<file path="src/rtl/sub_table_pkg.sv">
// Shared definitions for the 6x6 substitution-table encryptor/decryptor pair:
// key storage type, table row/column key positions and character helpers.
package sub_table_pkg;

    localparam int unsigned KEY_LEN = 12;

    typedef logic [0:KEY_LEN-1][7:0] key_t;

    // Key byte positions that supply each table row / column character.
    localparam logic [3:0] ROW_SEL [0:5] = '{4'd0, 4'd11, 4'd9, 4'd3, 4'd5, 4'd6};
    localparam logic [3:0] COL_SEL [0:5] = '{4'd10, 4'd8, 4'd1, 4'd2, 4'd4, 4'd7};

    typedef enum logic [1:0] {
        IDLE,
        CHECK,
        VALID,
        INVALID
    } chk_state_t;

    typedef struct packed {
        logic        upper;
        logic [15:0] pair;
    } ctxt_entry_t;

    function automatic logic is_upper(input logic [7:0] c);
        return (c >= 8'h41) && (c <= 8'h5A);
    endfunction

    function automatic logic is_alnum(input logic [7:0] c);
        return ((c >= 8'h61) && (c <= 8'h7A)) ||
               ((c >= 8'h41) && (c <= 8'h5A)) ||
               ((c >= 8'h30) && (c <= 8'h39));
    endfunction

    function automatic logic [5:0] char_idx(input logic [7:0] c);
        logic [7:0] d;
        d = 8'd0;
        if ((c >= 8'h61) && (c <= 8'h7A)) begin
            d = c - 8'h61;
        end else if ((c >= 8'h41) && (c <= 8'h5A)) begin
            d = c - 8'h41;
        end else if ((c >= 8'h30) && (c <= 8'h39)) begin
            d = c - 8'h30 + 8'd26;
        end
        return d[5:0];
    endfunction

endpackage

</file>
<file path="src/rtl/sub_key_checker.sv">
// Sequential key legality checker: scans one key index per cycle for charset
// membership and uniqueness against all earlier bytes.
module sub_key_checker
    import sub_table_pkg::*;
(
    input  logic clk,
    input  logic rst,
    input  key_t key,
    input  logic restart,
    output logic key_valid,
    output logic error_flag_key
);

    chk_state_t state, state_n;
    logic [3:0] idx, idx_n;
    logic       bad, bad_n;
    logic       dup;
    logic       fail;

    always_comb begin
        dup = 1'b0;
        for (int unsigned j = 0; j < KEY_LEN; j++) begin
            if ((4'(j) < idx) && (key[4'(j)] == key[idx])) begin
                dup = 1'b1;
            end
        end
        fail = dup || !is_alnum(key[idx]);
    end

    // Failures are accumulated and the verdict is taken at the last index,
    // so VALID and INVALID both appear exactly KEY_LEN cycles after a write.
    always_comb begin
        state_n = state;
        idx_n   = idx;
        bad_n   = bad;
        if (restart) begin
            state_n = CHECK;
            idx_n   = '0;
            bad_n   = 1'b0;
        end else if (state == CHECK) begin
            if (idx == 4'(KEY_LEN - 1)) begin
                state_n = (bad || fail) ? INVALID : VALID;
            end else begin
                idx_n = idx + 1'b1;
                bad_n = bad || fail;
            end
        end
    end

    always_ff @(posedge clk) begin
        if (rst) begin
            state <= CHECK;
            idx   <= '0;
            bad   <= 1'b0;
        end else begin
            state <= state_n;
            idx   <= idx_n;
            bad   <= bad_n;
        end
    end

    assign key_valid      = (state == VALID);
    assign error_flag_key = (state == INVALID);

endmodule

</file>
<file path="src/rtl/ciphertext_encryptor.sv">
// Substitution-table encryptor: key store + checker, plaintext handshake,
// 6x6 table lookup and a small output FIFO with valid/ready backpressure.
module ciphertext_encryptor
    import sub_table_pkg::*;
#(
    parameter int unsigned OUT_DEPTH = 2
) (
    input  logic        clk,
    input  logic        rst,
    input  logic [7:0]  key_byte,
    input  logic [3:0]  byte_pos,
    input  logic        key_byte_val,
    input  logic [7:0]  plaintext,
    input  logic        ptxt_valid,
    output logic        ptxt_ready,
    output logic [15:0] ciphertext,
    output logic        upper_lower,
    output logic        ctxt_valid,
    input  logic        ctxt_ready,
    output logic        key_valid,
    output logic        error_flag_key,
    output logic        error_flag_ptxt
);

    localparam int unsigned PW = (OUT_DEPTH > 1) ? $clog2(OUT_DEPTH) : 1;

    key_t        key;
    logic        key_wr;
    ctxt_entry_t fifo_mem [OUT_DEPTH];
    logic [PW-1:0] wr_ptr, rd_ptr;
    logic [PW:0]   count;
    logic        full;
    logic        accept;
    logic        push;
    logic        pop;
    logic [5:0]  idx;
    logic [2:0]  row;
    logic [2:0]  col;
    ctxt_entry_t new_entry;

    assign key_wr = key_byte_val && (byte_pos < 4'(KEY_LEN));

    always_ff @(posedge clk) begin
        if (rst) begin
            key <= {KEY_LEN{8'h30}};
        end else if (key_wr) begin
            key[byte_pos] <= key_byte;
        end
    end

    sub_key_checker u_checker (
        .clk            (clk),
        .rst            (rst),
        .key            (key),
        .restart        (key_wr),
        .key_valid      (key_valid),
        .error_flag_key (error_flag_key)
    );

    always_comb begin
        idx             = char_idx(plaintext);
        row             = 3'(idx / 6'd6);
        col             = 3'(idx % 6'd6);
        new_entry.upper = is_upper(plaintext);
        new_entry.pair  = {key[ROW_SEL[row]], key[COL_SEL[col]]};
    end

    assign full       = (count == (PW + 1)'(OUT_DEPTH));
    assign ptxt_ready = key_valid && !full && !key_byte_val;
    assign accept     = ptxt_valid && ptxt_ready;
    assign push       = accept && is_alnum(plaintext);
    assign ctxt_valid = (count != '0);
    assign pop        = ctxt_valid && ctxt_ready;

    always_ff @(posedge clk) begin
        if (push) begin
            fifo_mem[wr_ptr] <= new_entry;
        end
    end

    always_ff @(posedge clk) begin
        if (rst) begin
            wr_ptr          <= '0;
            rd_ptr          <= '0;
            count           <= '0;
            error_flag_ptxt <= 1'b0;
        end else begin
            error_flag_ptxt <= accept && !is_alnum(plaintext);
            if (push) begin
                wr_ptr <= wr_ptr + 1'b1;
            end
            if (pop) begin
                rd_ptr <= rd_ptr + 1'b1;
            end
            case ({push, pop})
                2'b10:   count <= count + 1'b1;
                2'b01:   count <= count - 1'b1;
                default: ;
            endcase
        end
    end

    assign ciphertext  = ctxt_valid ? fifo_mem[rd_ptr].pair  : '0;
    assign upper_lower = ctxt_valid ? fifo_mem[rd_ptr].upper : 1'b0;

endmodule
</file>
<file path="config.mk">
export PLATFORM = sky130hd
export DESIGN_NAME = ciphertext_encryptor
export DESIGN_NICKNAME = d
export VERILOG_FILES = /design/src/rtl/sub_table_pkg.sv /design/src/rtl/sub_key_checker.sv /design/src/rtl/ciphertext_encryptor.sv
export SDC_FILE = /design/constraint.sdc
export NUM_CORES = 1
export LEC_CHECK = 0
export BUFFER_PORTS_ARGS = -buffer_cell sky130_fd_sc_hd__buf_2
export CAP_MARGIN = 5
export CORE_UTILIZATION = 25
export CTS_CLUSTER_DIAMETER = 50
export DETAILED_ROUTE_END_ITERATION = 10
export SLEW_MARGIN = 20
export SYNTH_ARGS = -nofsm -noshare
export SYNTH_HDL_FRONTEND = slang
export SYNTH_HIERARCHICAL = 1
export SYNTH_SLANG_ARGS = --single-unit
</file>
<file path="constraint.sdc">
create_clock -name clk -period 7.8 [get_ports clk]
set_input_delay 0.78 -clock clk [delete_from_list [all_inputs] [get_ports clk]]
set_output_delay 0.78 -clock clk [all_outputs]
set_load 0.1 [all_outputs]
</file>
Yosys cells after proc, flatten, opt, wreduce, memory -nomap -nowiden
Memory sizes are Yosys's and may differ from the RTL's. A register that Yosys moved wholly into a read port is not among the register bits.
Index checks and enable logic that the tools add are counted.
Widths: inputs -> output; s select.
Storage, ports and cells
  register bits: 108
  RAM bits: 34
  bits in read-only memories: 64
  input bits: 25
  output and inout bits: 22
  memories: 3
Cells by class
  add/sub/neg operators: 9
  divide/modulo/power cells: 2
  $lt $le $gt $ge: 32
  equal/unequal tests: 19
  multiplexer cells: 39
  bitwise gates (word level): 7
  reductions and logical operators: 41
Memories
  fifo_mem: depth 2, width 17, read ports 1, clocked after Yosys merged registers in 1, wr ports 1, line ciphertext_encryptor.sv:29  | ctxt_entry_t fifo_mem [OUT_DEPTH];
  (no name shown): depth 8, width 4, read ports 1, clocked after Yosys merged registers in 0, wr ports 0, line ciphertext_encryptor.sv:65  | new_entry.pair = {key[ROW_SEL[row]], key[COL_SEL[col]]};
  (no name shown): depth 8, width 4, read ports 1, clocked after Yosys merged registers in 0, wr ports 0, line ciphertext_encryptor.sv:65
Operators by type and width (number)
  $bmux 8 s4: 3
  $bwmux 96: 1
  $eq 8x8->1: 12
  $mux 8: 7
  $demux 8 s4: 1
  $ge 8x7->1 const B: 4
  $le 8x7->1 const B: 4
  $logic_and 1x1->1: 26
  $ge 5x5->1 const B: 4
  $not 4->5: 4
  $mux 1: 18
  $mux 6: 3
  $ge 8x6->1 const B: 2
  $le 8x6->1 const B: 2
  $lt 3x4->1 const A: 4
  $lt 4x4->1 const A: 4
  $mux 16: 1
  $mux 4: 4
  $sub 6x6->6 const B: 2
  $eq 2x2->1 const B: 4
  $ge 4x4->1 const B: 2
  $lt 1x4->1 const A: 2
  $lt 2x4->1 const A: 2
  $not 3->4: 2
  other kinds (19): 31

Depth between registers and ports, before layout
  depth after elaboration: 21
  gate-level depth with buffers: 26

By module
Netlist, hierarchy kept.
Modules (own cells, without submodules)
  ciphertext_encryptor: times used 1, cells an instance 748, area an instance 7363.3 um^2, seq. area each 3062.9 um^2
  sub_key_checker: times used 1, cells an instance 376, area an instance 3246.9 um^2, seq. area each 140.1 um^2

Worst setup path after synthesis
Ideal clock, no wire load.
  path type: register -> register
  from: register u_checker.state[1]
  to: memory fifo_mem[0][0] (netlist bit), enable pin
  data arrival time: 5445 ps
  setup slack: 1965 ps
  stages on the path, launching flop included: 7
  period minus slack after synthesis: 5835 ps
  cells stage by stage: dfxtp_1 -> nor2b_1 -> nor3b_1 -> nand2_1 -> a21oi_1 -> inv_1 -> nor2_1
Between the ends
  longest elaborated chain between the ends: 7
RTL lines
  start, declared: line sub_key_checker.sv:14  | chk_state_t state, state_n;
  start signal, assigned: line sub_key_checker.sv:56  | state <= state_n;
  $eq 2x2->1: line sub_key_checker.sv:62  | assign key_valid = (state == VALID);
  net key_valid: line ciphertext_encryptor.sv:20  | output logic key_valid,
  $logic_and 1x1->1 (2 in a row): line ciphertext_encryptor.sv:69  | assign ptxt_ready = key_valid && !full && !key_byte_val;
  net ptxt_ready: line ciphertext_encryptor.sv:15  | output logic ptxt_ready,
  $logic_and 1x1->1: line ciphertext_encryptor.sv:70  | assign accept = ptxt_valid && ptxt_ready;
  $logic_and 1x1->1: line ciphertext_encryptor.sv:71  | assign push = accept && is_alnum(plaintext);
  $mux 1: line ciphertext_encryptor.sv:76  | if (push) begin
  $mux 1 (implied by the code): line ciphertext_encryptor.sv:77  | fifo_mem[wr_ptr] <= new_entry;
  end, declared: line ciphertext_encryptor.sv:29
The timed path passes the listed nets, and every way through them passes these cells.

==> metrics <==
peak per-stage delay on the critical path 610 ps; DP Wirelength 27.7 mm; synth-to-layout area growth 12.7%; buffer count from post-CTS setup fixing 0; power density cells 177 nW/um^2; post-detailed-route count of antenna-violating nets 0; kind of launch point of the worst setup path input pin; sum of internal, switching and leakage power 2.12 mW; DP Area 11300 um^2; category of the most critical setup path input pin to flip-flop; Detail Route met3 WL 3.45 mm; maximum clock frequency 0.166 GHz; largest voltage drop on the vdd net 0.155 mV; leakage power summed over all cells 4.42 nW; cell chain of the critical path buf_2, inv_1, ha_1, o21ba_2, o21ai_2, o21ai_0, a21oi_2, ha_1, inv_1, a211oi_1, a211oi_2, a31oi_1, a21oi_2, and2_4, mux2i_4, inv_1, ha_2, nor2_1, o21ai_0, a22oi_1, a211o_1, a31oi_1; FF-to-FF path depth 9; Most used DFF post-synth dfxtp_1; relative slew slack 0.247; max-cap violations 0; clock-pin slew on the worst setup and hold paths 60 ps; antenna violations before repair 0; flip-flop and latch count after synthesis 143; num ports 47; Hold Path Stages 2; master cell of the clock root buffer clkbuf_16; clock buffer count from CTS 17; number of fill cells in the layout 4359; number of H-tree levels 4; final WL 38.1 mm; overall die area 43300 um^2; run status completed; Final Net Count 1174; unrepaired setup endpoints after global routing false; number of instances in the synthesized netlist 1124; Layout Utilization 0.285; die boundary height 208 um; placeable core area 41900 um^2; pin count of the biggest net entering global routing 104; first-pass GRT wire length 56.0 mm; CTS Buffer Depth 2; proportion of synthesized flip-flops having asynchronous set or reset 0; aggregate global-route resource usage 0.173; worst-margin pin slew 1120 ps; ant diodes 0; number of endpoints with negative hold slack in the final report 0; total grt overflow 0; Iter 0 DRT Violations 1061; total number of yosys warnings 6; latest clock arrival within the worst-skew pair 440 ps; final weighted congestion in routability-driven placement 0.942; most frequent standard cell in the layout excluding fill and tap cells mux2i_1; number of slew-limit violations in the final report 0; total number of vias 9209; Layout Cell Area excl Fill 12000 um^2; effective utilization at floorplan 0.253; path class of the lowest-slack min-delay path flip-flop to flip-flop; synthesized net count 1163; setup slack of the worst register-to-register path 3810 ps; commonest non-fill, non-tap cells in the layout 151 x mux2i_1, 137 x nor2_1, 108 x dfxtp_1; routed metal-1 wirelength 16.6 mm; standard-cell rows 75; DRC viols 0; clk_skew 11.8 ps; category of the worst setup path capture point flip-flop; vias in the first global route 8615; CP dominant cell by count inv_1; Hold WS 501 ps; Synth cell types 87; clock tree from TritonCTS yes; I/O Buffers 46; met2 layer wire length in the routed design 16.9 mm; CTS resizes 0; TritonCTS Sinks 143; maximum fanout count along the critical path 35; post-route clock period utilization 0.770; ratio of routed vias to standard cells 5.46; hold-fix buffers at CTS 0; data required time of the worst path 7930 ps; mapped cell area 10600 um^2; arrival time at the worst endpoint 6140 ps; Tmin final 6010 ps; share of final-layout standard cells stronger than drive strength 1 0.139; Sum Neg Setup Slack 0 ps; total setup violations reported at the end of the flow 0; post-synthesis average cell area 9.44 um^2; sequential element share of the synthesized area 0.302; wire length per cell after detailed routing 22.6 um; EDFF count, synth 34; Die Span X 208 um; uppermost layer routed met4; first-pass iteration count of the detailed router 6; highest-delay cell along the critical path a22oi_1
## stage by stage
step                std cells  setup WS, ps
global route             1687          1370
finish                   1687          1790
floorplan                1124          1960
detailed placement       1655          1190
global placement         1655          1430
CTS                      1687          1640
## Yosys cell counts (15+ instances only)
cell,number,area [um^2]
mux2i_1,151,1510
nor2_1,137,514
dfxtp_1,109,2180
xor2_1,78,683
nand2_1,57,214
xnor2_1,57,499
clkbuf_1,45,169
a21oi_1,34,170
edfxtp_1,34,1020
a211o_1,32,280
inv_1,29,109
o21ai_0,25,125
nor2b_1,24,150
mux4_2,20,450
nor3b_1,20,150
nand4_1,16,100
nor4_1,15,93.8
## kinds of logic after synthesis
group                      count (synthesis)  share of synthesized area
AOI/OAI and AO/OA                        198                      0.140
muxes                                    194                      0.226
DFF                                      143                      0.302
adders and majority gates                 14                     0.0165
and+or+nand+nor                          343                      0.165
xor gates and xnor gates                 135                      0.111
buffers and inverters                     97                     0.0400
## state kept, by name (all words and copies together) (netlist names), named ones only
register and flops:
count 2, wr_ptr 1, u_checker/state 2, error_flag_ptxt 1
key 96, u_checker/idx 4, rd_ptr 1, u_checker/bad 1
fifo_mem 34
## worst paths after layout
path | start | endpoint
worst min-delay path | u_checker/bad | u_checker/bad
worst max register to register | u_checker/idx[1] | u_checker/bad
worst max-delay path | plaintext[1] | fifo_mem[1][6]
worst min register to register | u_checker/bad | u_checker/bad
## report_power, final
| group | leakage (nW) | internal, mW | switching [mW] |
|---|---|---|---|
| Combinational | 2.89 | 0.156 | 0.240 |
| Clock | 0.322 | 0.589 | 0.326 |
| Sequential | 1.21 | 0.776 | 0.0295 |
## cell type report
cell class	count	area, um^2	area share
Multi-Input combinational cell	884	6990	0.584
Inverter	33	126	0.0106
Clock inverter	8	148	0.0123
Tap cell	539	674	0.0564
Timing Repair Buffer	56	308	0.0257
Clock buffer	24	513	0.0429
Sequential cell	143	3200	0.268
## metal layers
metal | up-vias | global-route usage
li1 | 4127 | -
met1 | 4470 | 0.232
met2 | 514 | 0.270
met3 | 98 | 0.0405
met4 | 0 | 0.0636
met5 | - | 0
## critical path, delay by kind of cell
kind / cells / cell delay [ps]
mux: 1 / 150
compound gates: 12 / 3200
buf+inv: 4 / 500
fa+ha+maj: 3 / 1030
simple gates: 2 / 450
(Power assumes the default switching activity.)
